**src/rtl/decoder_pkg.sv**
```systemverilog
// rtl/decoder_pkg.sv - instruction-format kind encoding shared by decoder stages and benches
package decoder_pkg;

  typedef enum logic [2:0] {
    KIND_RRR     = 3'd0,
    KIND_MEMORY  = 3'd1,
    KIND_MODEL   = 3'd2,
    KIND_RRI     = 3'd3,
    KIND_CUSTOM  = 3'd4,
    KIND_INVALID = 3'd7
  } e_kind;

  localparam int OPC_MSB = 31;
  localparam int OPC_LSB = 28;

endpackage

```
**src/rtl/decoder_kind.sv**
```systemverilog
// rtl/decoder_kind.sv - first-stage classifier: opcode nibble to format kind, plus a registered copy
module decoder_kind
  import decoder_pkg::*;
(
  input  logic        clk,
  input  logic        rst,
  input  logic [31:0] instruction,
  input  logic        instr_valid,
  output e_kind       kind,
  output e_kind       kind_q,
  output logic        kind_valid_q,
  output logic        illegal_q
);

  logic [3:0] opcode;
  logic       illegal_d;
  logic       unused_low_bits;

  assign opcode          = instruction[OPC_MSB:OPC_LSB];
  assign unused_low_bits = ^instruction[OPC_LSB-1:0];

  // All 16 codes are listed; the default arm is reached only by X/Z and keeps them visible.
  always_comb begin
    kind = KIND_INVALID;
    case (opcode)
      4'h0:                   kind = KIND_RRR;
      4'h1:                   kind = KIND_MEMORY;
      4'h2:                   kind = KIND_MODEL;
      4'h3:                   kind = KIND_INVALID;
      4'h4, 4'h5, 4'h6, 4'h7: kind = KIND_RRI;
      4'h8, 4'h9, 4'hA, 4'hB: kind = KIND_INVALID;
      4'hC, 4'hD, 4'hE, 4'hF: kind = KIND_CUSTOM;
      default:                kind = e_kind'(3'bxxx);
    endcase
  end

  assign illegal_d = instr_valid && (kind == KIND_INVALID);

  // kind_q follows every cycle; consumers qualify it with kind_valid_q.
  always_ff @(posedge clk) begin
    if (rst) begin
      kind_q       <= KIND_INVALID;
      kind_valid_q <= 1'b0;
      illegal_q    <= 1'b0;
    end else begin
      kind_q       <= kind;
      kind_valid_q <= instr_valid;
      illegal_q    <= illegal_d;
    end
  end

endmodule

```
**config.mk**
```make
export PLATFORM = sky130hd
export DESIGN_NAME = decoder_kind
export DESIGN_NICKNAME = d
export VERILOG_FILES = /design/src/rtl/decoder_pkg.sv /design/src/rtl/decoder_kind.sv
export SDC_FILE = /design/constraint.sdc
export NUM_CORES = 1
export LEC_CHECK = 0
export BUFFER_PORTS_ARGS = -buffer_cell sky130_fd_sc_hd__buf_2
export CAP_MARGIN = 0
export CORE_AREA = 2 2 39 41
export DETAILED_ROUTE_END_ITERATION = 16
export DIE_AREA = 0 0 41 43
export GPL_TIMING_DRIVEN = 0
export SLEW_MARGIN = 10
export SYNTH_ARGS = -nofsm -noshare
export SYNTH_HDL_FRONTEND = slang
export SYNTH_SLANG_ARGS = --single-unit
```
**constraint.sdc**
```tcl
create_clock -name clk -period 1.2 [get_ports clk]
set_input_delay 0 -clock clk [delete_from_list [all_inputs] [get_ports clk]]
set_output_delay 0 -clock clk [all_outputs]
set_load 0.05 [all_outputs]
```
==> out/results.tsv <==
metric	value	unit
result of the run	finished clean	
WHS	8.62	ps
Ant. Diodes	0	
io pins	43	
Worst path max stage delay	540	ps
setup TNS	0	ps
post-synthesis average cell area	9.47	sq um
family with the most delay on the worst path	buffers and inverters	
Core Area	1380	sq um
slew margin rel.	84.5	%
most frequent cells in the layout	10 x buf_2, 5 x dfxtp_1, 4 x clkbuf_4	
met3 Use GR	0.524	%
proportion of synthesized chip area in sequential cells	46.0	%
Final HPWL DP	334	um
Slew @ Worst Pin	231	ps
multiplexer area fraction after synthesis	0	%
total track usage	6.53	%
Area Growth Syn to Fin	67.2	%
CP max stage cell	dlygate4sd3_1	
crit path time final	1150	ps
CP dominant cell by count	dlygate4sd3_1	
Num CTS Buffers	3	
via count	221	
Cells after Synth	23	
Clock transition at path regs	40	ps
part of the cycle the worst path needs	95.4	%
Peak Freq	0.873	GHz
antenna viol nets, final	0	
synthesized flop and latch total	5	
DR iter-0 viols	2	
# DRC	0	
Final Wtd Congestion	0.669	
Worst EP required	1380	ps
yosys warns	0	
syn nets	58	
Critical Path AT	1330	ps
final hold violation count	0	
worst min path class	in2reg	
PwrDens	1360	nW/um^2
final WL	463	um
GR peak layer	met4	
Post-Syn Area	218	sq um
Initial Utilization	15.7	%
H-tree depth	1	
TritonRoute pass-1 iters	2	
share of cells above drive strength 1	47.6	%
worst vdd ir	0.302	mV
crit path launch type	primary input	
Critical Path End Type	flop	
CTS tree	built	
CTS max path bufs	2	
M2 GR Usage	7.81	%
critical path type	in2reg	
# clock sinks	5	
Post-Synth Adder-Cell Area	0	%
most common cell after layout, fill and taps aside	buf_2	
unrepaired setup endpoints after global routing	no	
Critical Path, Cell by Cell	dlygate4sd3_1 > buf_2 > nor2b_2 > dlygate4sd3_1	
total grt overflow	0	
largest net degree at the start of global routing	11	
DIE AREA	1760	sq um
worst path bufs/invs	3	
# rows	14	
Root Buffer	clkbuf_4	
Slew Limit Fails	0	
port buffer count	12	
first-pass GRT wire length	696	um
P_leak	0.159	nW
final setup fails	0	
DIE WIDTH	41	um
NumNets Final	78	
chip height	43	um
xor and xnor area share after synthesis	0	%
wire per inst	7.98	um
vias in the first global route	193	
CP Max Fanout	5	
largest family of logic cells by synthesized area	simple AND/OR/NAND/NOR gates	
post-synthesis simple-gate area fraction	29.3	%
via-per-instance ratio	3.81	
Synth Area in Compound Gates	12.6	%
initial antenna violation count	0	
max cap viols	0	
met1 Use GR	6.77	%
synth unique cells	13	
-- per-stage QoR --
stage	setup WS, ps	instance area, sq um	instances	total power, mW	util [%]
2_1_floorplan	288	218	23	0.269	-
3_3_place_gp	630	298	51	0.297	21.5
3_5_place_dp	636	298	51	0.298	21.5
4_1_cts	61.3	354	58	0.502	25.6
5_1_grt	9.00	364	58	0.516	26.3
6_report	54.6	364	58	0.494	26.3
-- synthesized netlist by cell type --
library cell | instances | area share (%)
dfxtp_1 | 5 | 46
nor2b_2 | 1 | 4.0
o21bai_1 | 1 | 3.4
buf_6 | 1 | 5.2
nor3b_1 | 1 | 3.4
nor4_1 | 2 | 5.7
buf_8 | 1 | 6.9
a21oi_1 | 3 | 6.9
o21ai_0 | 1 | 2.3
nand2_1 | 1 | 1.7
nor2_1 | 3 | 5.2
and3b_2 | 1 | 4.6
nor3_1 | 2 | 4.6
-- logic make-up after synthesis --
logic type | Yosys count
buffers and inverters | 2
DFF | 5
AOI/OAI and AO/OA | 5
and+or+nand+nor | 11
-- state kept, by name, indices dropped and copies added (netlist names) --
| signal | flops |
|---|---|
| kind_q | 3 |
| illegal_q | 1 |
| kind_valid_q | 1 |
-- path summary, 6_finish.rpt --
kind / start / end / slack [ps] / cells after the start
setup / recovery: rst / kind_valid_q / 50 / 4
hold / removal: instruction[31] / kind_q[2] / 9 / 3
-- layout make-up --
| class | instances | area [sq um] |
|---|---|---|
| Timing Repair Buffer | 15 | 95.1 |
| Tap cell | 16 | 20.0 |
| Buffer | 2 | 26.3 |
| Clock buffer | 4 | 26.3 |
| Sequential cell | 5 | 100 |
| Multi-Input combinational cell | 16 | 96.3 |
| Fill cell | 158 | 1020 |
-- what timing repair did --
action	in CTS	in global routing
buffers inserted	0	0
hold buffers	3	0
endpoints found under the setup margin	0	2
endpoints found under the hold margin	2	0
gates resized for setup	0	4
-- per-layer routing --
layer | up-vias | share of wire, %
met5 | - | 0
met4 | 0 | 0
met3 | 0 | 12
met2 | 13 | 43
met1 | 90 | 44
li1 | 118 | -
-- report_power, final --
part	total [mW]	internal (mW)	switching, mW
clock	0.187	0.125	0.0622
combinational	0.129	0.0428	0.0862
sequential	0.177	0.176	0.00147
total	0.494	0.344	0.150
Power figures use the tool's default switching activity.
